--- src/rtl/pwm_scheduler.sv ---
// 16-channel PWM register scheduler: shadow registers per channel, committed to the
// active set at period wrap (awake) or on the following edge (asleep).
module pwm_scheduler #(
    parameter logic [7:0] PRESCALE_RESET = 8'd30
) (
    input  logic         clk_i,
    input  logic         rst_n_i,
    input  logic         wr_valid_i,
    output logic         wr_ready_o,
    input  logic [4:0]   wr_addr_i,
    input  logic         wr_on_i,
    input  logic         wr_off_i,
    input  logic [11:0]  wr_high_i,
    input  logic [11:0]  wr_low_i,
    output logic [11:0]  counter_o,
    output logic [15:0]  pwm_on_o,
    output logic [15:0]  pwm_off_o,
    output logic [191:0] pwm_high_o,
    output logic [191:0] pwm_low_o,
    output logic         period_start_o,
    output logic         update_pending_o,
    output logic         sleep_o
);

    localparam logic [4:0] ADDR_MODE = 5'd16;

    logic [7:0]        presc_cnt_q, presc_cnt_d;
    logic [7:0]        prescale_q, prescale_d;
    logic [7:0]        prescale_sh_q, prescale_sh_d;
    logic [11:0]       counter_q, counter_d;
    logic              sleep_q, sleep_d;
    logic              period_start_q, period_start_d;
    logic              mode_pend_q, mode_pend_d;
    logic [15:0]       ch_pend_q, ch_pend_d;
    logic [15:0]       on_q, on_d, on_sh_q, on_sh_d;
    logic [15:0]       off_q, off_d, off_sh_q, off_sh_d;
    logic [15:0][11:0] high_q, high_d, high_sh_q, high_sh_d;
    logic [15:0][11:0] low_q, low_d, low_sh_q, low_sh_d;

    logic [7:0] presc_max;
    logic       tick;
    logic       wrap_commit;
    logic       do_commit;
    logic       wr_fire;
    logic [3:0] wr_ch;

    assign presc_max   = (prescale_q < 8'd3) ? 8'd3 : prescale_q;
    assign tick        = !sleep_q && (presc_cnt_q == presc_max);
    assign wrap_commit = tick && (counter_q == 12'hFFF);
    // While asleep every edge commits, so a pending shadow lands one edge after its write.
    assign do_commit   = wrap_commit || sleep_q;
    assign wr_ready_o  = !wrap_commit;
    assign wr_fire     = wr_valid_i && wr_ready_o;
    assign wr_ch       = wr_addr_i[3:0];

    always_comb begin
        presc_cnt_d    = presc_cnt_q;
        prescale_d     = prescale_q;
        prescale_sh_d  = prescale_sh_q;
        counter_d      = counter_q;
        sleep_d        = sleep_q;
        period_start_d = 1'b0;
        mode_pend_d    = mode_pend_q;
        ch_pend_d      = ch_pend_q;
        on_d           = on_q;
        off_d          = off_q;
        high_d         = high_q;
        low_d          = low_q;
        on_sh_d        = on_sh_q;
        off_sh_d       = off_sh_q;
        high_sh_d      = high_sh_q;
        low_sh_d       = low_sh_q;

        if (do_commit) begin
            for (int i = 0; i < 16; i++) begin
                if (ch_pend_q[i]) begin
                    on_d[i]   = on_sh_q[i];
                    off_d[i]  = off_sh_q[i];
                    high_d[i] = high_sh_q[i];
                    low_d[i]  = low_sh_q[i];
                end
            end
            if (mode_pend_q) begin
                prescale_d = prescale_sh_q;
            end
            ch_pend_d   = '0;
            mode_pend_d = 1'b0;
        end

        if (sleep_q) begin
            presc_cnt_d = '0;
            counter_d   = '0;
        end else if (tick) begin
            presc_cnt_d    = '0;
            counter_d      = counter_q + 12'd1;
            period_start_d = wrap_commit;
        end else begin
            presc_cnt_d = presc_cnt_q + 8'd1;
        end

        if (wr_fire) begin
            if (!wr_addr_i[4]) begin
                on_sh_d[wr_ch]   = wr_on_i;
                off_sh_d[wr_ch]  = wr_off_i;
                high_sh_d[wr_ch] = wr_high_i;
                low_sh_d[wr_ch]  = wr_low_i;
                ch_pend_d[wr_ch] = 1'b1;
            end else if (wr_addr_i == ADDR_MODE) begin
                prescale_sh_d = wr_high_i[7:0];
                mode_pend_d   = 1'b1;
                sleep_d       = wr_on_i;
                if (wr_on_i) begin
                    presc_cnt_d    = '0;
                    counter_d      = '0;
                    period_start_d = 1'b0;
                end else if (sleep_q) begin
                    // Wake: the first awake cycle is the start of a fresh period.
                    presc_cnt_d    = '0;
                    counter_d      = '0;
                    period_start_d = 1'b1;
                end
            end
        end
    end

    always_ff @(posedge clk_i or negedge rst_n_i) begin
        if (!rst_n_i) begin
            presc_cnt_q    <= '0;
            prescale_q     <= PRESCALE_RESET;
            prescale_sh_q  <= PRESCALE_RESET;
            counter_q      <= '0;
            sleep_q        <= 1'b1;
            period_start_q <= 1'b0;
            mode_pend_q    <= 1'b0;
            ch_pend_q      <= '0;
            on_q           <= '0;
            off_q          <= '1;
            high_q         <= '0;
            low_q          <= '0;
            on_sh_q        <= '0;
            off_sh_q       <= '1;
            high_sh_q      <= '0;
            low_sh_q       <= '0;
        end else begin
            presc_cnt_q    <= presc_cnt_d;
            prescale_q     <= prescale_d;
            prescale_sh_q  <= prescale_sh_d;
            counter_q      <= counter_d;
            sleep_q        <= sleep_d;
            period_start_q <= period_start_d;
            mode_pend_q    <= mode_pend_d;
            ch_pend_q      <= ch_pend_d;
            on_q           <= on_d;
            off_q          <= off_d;
            high_q         <= high_d;
            low_q          <= low_d;
            on_sh_q        <= on_sh_d;
            off_sh_q       <= off_sh_d;
            high_sh_q      <= high_sh_d;
            low_sh_q       <= low_sh_d;
        end
    end

    assign counter_o        = counter_q;
    assign pwm_on_o         = on_q;
    assign pwm_off_o        = sleep_q ? 16'hFFFF : off_q;
    assign pwm_high_o       = high_q;
    assign pwm_low_o        = low_q;
    assign period_start_o   = period_start_q;
    assign update_pending_o = (|ch_pend_q) || mode_pend_q;
    assign sleep_o          = sleep_q;

endmodule

--- config.mk ---
export PLATFORM = sky130hd
export DESIGN_NAME = pwm_scheduler
export DESIGN_NICKNAME = d
export VERILOG_FILES = /design/src/rtl/pwm_scheduler.sv
export SDC_FILE = /design/constraint.sdc
export NUM_CORES = 1
export LEC_CHECK = 0
export BUFFER_PORTS_ARGS = -buffer_cell sky130_fd_sc_hd__buf_2
export CORE_MARGIN = 5
export CORE_UTILIZATION = 45
export DETAILED_ROUTE_END_ITERATION = 7
export PLACE_DENSITY = 0.69
export SYNTH_ARGS = -nofsm -noshare
export SYNTH_HDL_FRONTEND = slang
export SYNTH_SLANG_ARGS = --single-unit
--- constraint.sdc ---
create_clock -name clk_i -period 3.1 [get_ports clk_i]
set_input_delay 0.62 -clock clk_i [delete_from_list [all_inputs] [get_ports clk_i]]
set_output_delay 0.62 -clock clk_i [all_outputs]
set_load 0.02 [all_outputs]
==> reports/metrics.yaml, run 1 <==
min_path:
  hold_path_class: "in2reg"
  min_from: "wr_addr_i[2]"
power:
  power_per_cell_area_nw_per_um2: 668
  peakVddDrop_uv: 562
  totalPowerFinal_uw: 32600
  p_leak_uw: 0.0195
clock_network:
  clock_insertion_delay_worst_skew_ps: 680
  worst_setup_hold_path_clk_slew_ps: 60
  cts_root_buf: "clkbuf_16"
  tritoncts: "done"
  cts.htree.levels: 3
  cts_sink_count: 887
  ctsLongestPathBuffers: 3
  cts_buffers: 100
synthesis:
  synth_enable_flop_cells: 0
  seq_total_area_yosys_pct: 53.8
  synth.cell_area_um2: 41400
  synth.net_count: 3617
  postSynth.topFlopCell: "dfrtp_1"
  netlist_top_cells_area: "dfrtp_1 51%, o211ai_1 15%, mux2_2 6.6%, mux2_4 6.5%, nand2b_1 6.4%"
  yosysTopAreaCell: "dfrtp_1"
  ys_types: 55
  ys_async_sr_fraction_pct: 100
  syn-instance-count: 3581
  ys_seq_elements: 887
  netlist.area_leader.share_pct: 51.2
  ys.warnings.count: 0
  top_cells_by_count_synth: "848 x o211ai_1, 846 x dfrtp_1, 460 x nand2_1"
  yosysMostFrequentCell: "o211ai_1"
  syn_area_per_cell_um2: 11.6
global_routing:
  global_route.usage.met2_pct: 40.2
  grt_pass1_vias: 30600
  grt_util_met1_pct: 36.6
  grt.overflow.total: 0
  grt-busiest-layer: "met2"
  grt_max_degree: 133
  groute.usage.overall_pct: 26.1
  initial_antenna_violation_count: 12
  grt_pass1_wl_um: 199000
  grt_util_met3_pct: 6.85
sta:
  finalClockSkew_ps: 22.3
  post-route-period-util_pct: 101
  achievable_clock_frequency_ghz: 0.321
  max_slew_margin_pct: 13.8
  fin_setup_tns_ps: -19.5
  timing.final.max_slew_violations: 0
  finalSetupViolCount: 1
  final_critical_path_setup_slack_ps: -19.5
  unrepaired_setup_endpoints_after_global_routing: "true"
  max_slew.worst_pin.slew_ps: 1290
  timing_hold_violations_final: 0
  period_minus_slack_ps: 3120
drt:
  drt_drc_violations_left: 0
  drt_first_iter_violations: 3107
  antenna_left: 0
  routed-via-count: 31100
  drt_first_pass_iters: 5
  drt_wl_total_um: 132000
  wl_per_cell_um: 25.4
  vias_per_cell: 5.98
place:
  numPortBuffers: 465
  place.detailed.hpwl_um: 77100
  preCtsSetupSlack_ps: -217
  placedCellCount: 4982
  instance_area_after_placement_um2: 45000
  gp_routability_congestion: 0.802
layout:
  number_of_inserted_filler_cells_in_the_final_layout: 7783
  post_route_cell_area_um2: 48800
  finalNetCount: 3955
  area.growth.synth_to_final_pct: 18.1
  drive_above_1_share_pct: 32.2
  finish.cell_count_without_fillers: 5197
worst_setup_path:
  crit_slowest_cell: "or4_4"
  crit_path_start_kind: "flop"
  worst_r2r_startpoint: "prescale_q[6]"
  arrival_ps: 2500
  cp_max_fo: 4
  max_stage_delay_ps: 570
  worst_setup_path_end_kind: "output port"
  cell_chain_critical_path: "or4_4, o41ai_2, buf_4, o21ai_4, nor2_2, inv_2, buf_6"
  setup.worst_path.start: "prescale_q[4]"
  worst_ep_required_time_ps: 2480
  timing_worst_setup_path_type: "reg2out"
floorplan:
  standard_cell_core_area_um2: 91400
  io-pin-count: 466
  die-height_um: 313
  row_count: 111
  chipWidth_um: 313
  initial_utilization_pct: 45.3
  overall_die_area_um2: 98100
outcome:
  failing_checks: "setup timing"
  status: "finished with violations"
job:
  cap_violations: 0
path summary, 6_finish.rpt:
| path | endpoint | slack (ps) | depth (start not counted) |
|---|---|---|---|
| worst max-delay path | wr_ready_o | -20 | 7 |
| worst min-delay path | ch_pend_q[12] | 350 | 3 |
| worst max register to register | low_sh_q[13] | 30 | 7 |
| worst min register to register | prescale_q[4] | 490 | 2 |
| max in group asynchronous | off_q[3] | 1550 | 4 |
| min in group asynchronous | pwm_low_o[0] | 540 | 2 |
through the flow:
stage / util, % / hold WS (ps)
final: 53.4 / 346
after global routing: 53.4 / 339
after CTS: 53.4 / 304
after detailed placement: 49.3 / 490
after global placement: 49.3 / 484
after floorplan: - / 324
per-layer routing:
layer | part of all wire [%] | wire length (um) | up-vias
li1 | - | - | 13600
met1 | 44 | 57900 | 16100
met2 | 46 | 60200 | 1122
met3 | 7.8 | 10300 | 196
met4 | 2.6 | 3460 | 4
met5 | 0.026 | 34 | -
cell type report:
type	count	area, um^2	area share (%)
Inverter	8	37.5	0.0769
Timing Repair Buffer	596	3920	8.02
Multi-Input combinational cell	2326	17600	36.0
Clock inverter	44	587	1.20
Tap cell	1186	1480	3.04
Clock buffer	143	2970	6.08
Sequential cell	887	22300	45.6
Antenna cell	7	17.5	0.0359
what timing repair did:
item,4_1_cts,5_1_grt
hold buffers,1,0
setup endpoints to repair,1,158
pin swaps,5,3
resized for setup,7,5
cloned,0,1
hold endpoints to repair,25,0
buffers inserted,18,3
flip-flops by register name (all words and copies together), names as in the netlist, 8 cells and up:
register,count
high_sh_q,192
low_sh_q,192
pwm_high_o,192
pwm_low_o,192
ch_pend_q,16
off_q,16
off_sh_q,16
on_sh_q,16
pwm_on_o,16
counter_o,12
presc_cnt_q,8
prescale_q,8
prescale_sh_q,8
where the power goes:
part           total, uW  switching (uW)  internal [uW]
registers          14100             989          13100
logic               5890            3320           2570
clock network      12700            4990           7680
critical path: cells and delay by family (launching register included):
family	cells	cell delay [ps]
AO/OA/AOI/OAI	2	290
buffers and inverters	3	410
flip-flops	1	400
AND/OR/NAND/NOR	2	720
cell families (layout without fill, tap and decap cells):
group,count (synthesis),in the layout,share of synthesized area [%]
other,0,7,0
AO/OA/AOI/OAI,919,919,16.9
multiplexers,424,424,13.2
flip-flops,887,887,53.8
XOR/XNOR,12,12,0.254
AND/OR/NAND/NOR,969,969,11.8
buffers and inverters,368,791,4.03
adder cells (fa/ha/maj),2,2,0.0605
cell usage in the layout, fill, tap and decap left out, drive strengths merged, types with 6 or more instances in the layout:
cell type    n
dfrtp      846
nand3       12
dfstp       41
clkbuf     144
nand2b     424
xor2        11
nor2        19
nand2      460
a211oi      12
bufinv      12
mux2       424
nor4         6
o211ai     849
o31ai        7
clkinvlp     6
a21oi       36
clkinv      21
or2         17
diode        7
or4          9
inv         13
buf        594
Note: power is estimated with default switching activity, not from simulation.
==> run 2: changes to the inputs <==
CORE_UTILIZATION = 59   (was 45)
PLACE_DENSITY = 0.85   (was 0.69)
==> run 2 against run 1 <==
  * The flow still finishes with violations (setup timing)
  * Combinational power rose by 0.7%
  * Setup slack improved by 13 ps
  * Final area fell by 1.9%
  * Core utilization rose by 15 points
  * First-iteration DRC count rose by 17%
  * Sequential share of layout area rose by 0.89 points
  * Final cell count fell by 5.3%
  * Die area fell by 23%
  * Critical path type is now reg2reg
  * Critical endpoint is now pwm_high_o[15]
  * Largest cell class unchanged
  * Largest power group unchanged
==> reports/metrics.yaml, run 2 (synthesized netlist as in run 1, its figures left out) <==
outcome:
  status: "finished with violations"
  failing_checks: "setup timing"
drt:
  drt_first_pass_iters: 5
  routed-via-count: 32000
  drt_drc_violations_left: 0
  antenna_left: 0
  drt_first_iter_violations: 3637
  wl_per_cell_um: 26.0
  drt_wl_total_um: 128000
  vias_per_cell: 6.51
global_routing:
  initial_antenna_violation_count: 9
  grt_max_degree: 153
  groute.usage.overall_pct: 33.1
  grt_pass1_vias: 31500
  grt.overflow.total: 0
  grt_pass1_wl_um: 193000
place:
  place.detailed.hpwl_um: 72500
  numPortBuffers: 465
  instance_area_after_placement_um2: 44400
  gp_routability_congestion: 0.842
worst_setup_path:
  crit_path_frequent_cell: "buf_4"
  timing.reg2reg.setup_slack_ps: -6
  max_stage_delay_ps: 580
  reg2reg_depth: 8
  timing_worst_setup_path_type: "reg2reg"
  critical_path.reg2reg.endpoint: "pwm_high_o[15]"
  critPathCapture: "pwm_high_o[15]"
  cp_max_fo: 131
  arrival_ps: 3650
  worst_ep_required_time_ps: 3640
  setup.worst_path.start: "prescale_q[2]"
  crit_path_start_kind: "flop"
  crit_slowest_cell: "or4_4"
  worst_setup_path_end_kind: "flop"
  cell_chain_critical_path: "or4_4, o41ai_4, buf_4, o211a_4, buf_4, a21oi_4, buf_12, o211ai_1"
  worst_r2r_startpoint: "prescale_q[2]"
floorplan:
  standard_cell_core_area_um2: 69800
  initial_utilization_pct: 59.3
  die-height_um: 275
  chipWidth_um: 275
  row_count: 97
  overall_die_area_um2: 75500
  io-pin-count: 466
sta:
  timing_hold_violations_final: 0
  max_slew_margin_pct: 8.72
  post-route-period-util_pct: 100
  finalClockSkew_ps: 33.2
  unrepaired_setup_endpoints_after_global_routing: "true"
  achievable_clock_frequency_ghz: 0.322
  timing.final.max_slew_violations: 0
  finalSetupViolCount: 1
  max_slew.worst_pin.slew_ps: 1360
  fin_setup_tns_ps: -5.97
  final_critical_path_setup_slack_ps: -5.97
  period_minus_slack_ps: 3110
layout:
  area.growth.synth_to_final_pct: 15.8
  post_route_cell_area_um2: 47900
  drive_above_1_share_pct: 31.5
  final_cell_mix: "848 x o211ai_1, 839 x dfrtp_1, 463 x buf_2"
  final_common_cell: "o211ai_1"
  finalNetCount: 3935
power:
  p_leak_uw: 0.0192
  peakVddDrop_uv: 518
  totalPowerFinal_uw: 31700
  power_per_cell_area_nw_per_um2: 662
clock_network:
  tritoncts: "done"
  cts_root_buf: "clkbuf_16"
  cts_sink_count: 887
  worst_setup_hold_path_clk_slew_ps: 60
  ctsLongestPathBuffers: 3
  cts_buffers: 92
  cts.htree.levels: 3
  clock_insertion_delay_worst_skew_ps: 660
job:
  cap_violations: 0
min_path:
  hold_path_class: "in2reg"
==> run 2: final cells by class <==
| cell class | count | area [um^2] |
|---|---|---|
| multi-input combinational | 2328 | 17600 |
| antenna | 9 | 22.5 |
| clock inverter | 33 | 490 |
| tap | 940 | 1180 |
| fill | 4742 | 21900 |
| timing repair buffer | 582 | 3620 |
| clock buffer | 132 | 2700 |
| sequential | 887 | 22300 |
| inverter | 8 | 37.5 |
==> run 2: metal layers <==
metal | GRT usage [%] | vias to the layer above | share of wire, %
met4 | 15.0 | 6 | 5.0
met5 | 0 | - | 0.031
met3 | 8.68 | 382 | 11
met2 | 50.5 | 1801 | 45
met1 | 44.9 | 16300 | 39
li1 | - | 13600 | -
==> run 2: how the worst min path moves through the flow <==
| stage | startpoint | endpoint | depth (start not counted) |
|---|---|---|---|
| 2_1_floorplan | rst_n_i | ch_pend_q[0] | 0 |
| 3_3_place_gp | off_sh_q[3] | off_q[3] | 2 |
| 5_1_grt | wr_addr_i[2] | ch_pend_q[12] | 3 |
| 6_report | wr_addr_i[2] | ch_pend_q[12] | 3 |
| 3_5_place_dp | low_sh_q[86] | low_sh_q[86] | 1 |
| 4_1_cts | wr_addr_i[2] | ch_pend_q[12] | 3 |
==> run 2: timing repair <==
item	CTS	global route
resized for setup	5	5
hold endpoints to repair	32	0
hold buffers	1	0
cloned	1	2
pin swaps	4	5
setup buffers	19	1
endpoints found under the setup margin	6	541
==> run 2: metrics by stage <==
step | setup WS, ps | instances | hold WS [ps] | utilization [%]
final | -5.97 | 4919 | 390 | 68.6
after global placement | 45.9 | 4722 | 484 | 63.7
after global routing | -32.0 | 4910 | 391 | 68.6
after detailed placement | 0.418 | 4722 | 493 | 63.7
after floorplan | 495 | 3581 | 324 | -
after CTS | -52.6 | 4908 | 351 | 68.5
==> run 2: power breakdown <==
part	leakage (uW)	internal, uW	switching, uW
clock	0.00157	6840	4800
sequential	0.00970	13100	1040
combinational	0.00794	2560	3360
==> run 2: critical path: cells and delay by family, from the launching register on <==
kind,cells,cell delay [ps]
AO/OA/AOI/OAI,4,1120
flip-flops,1,390
buffers and inverters,3,630
AND/OR/NAND/NOR,1,580
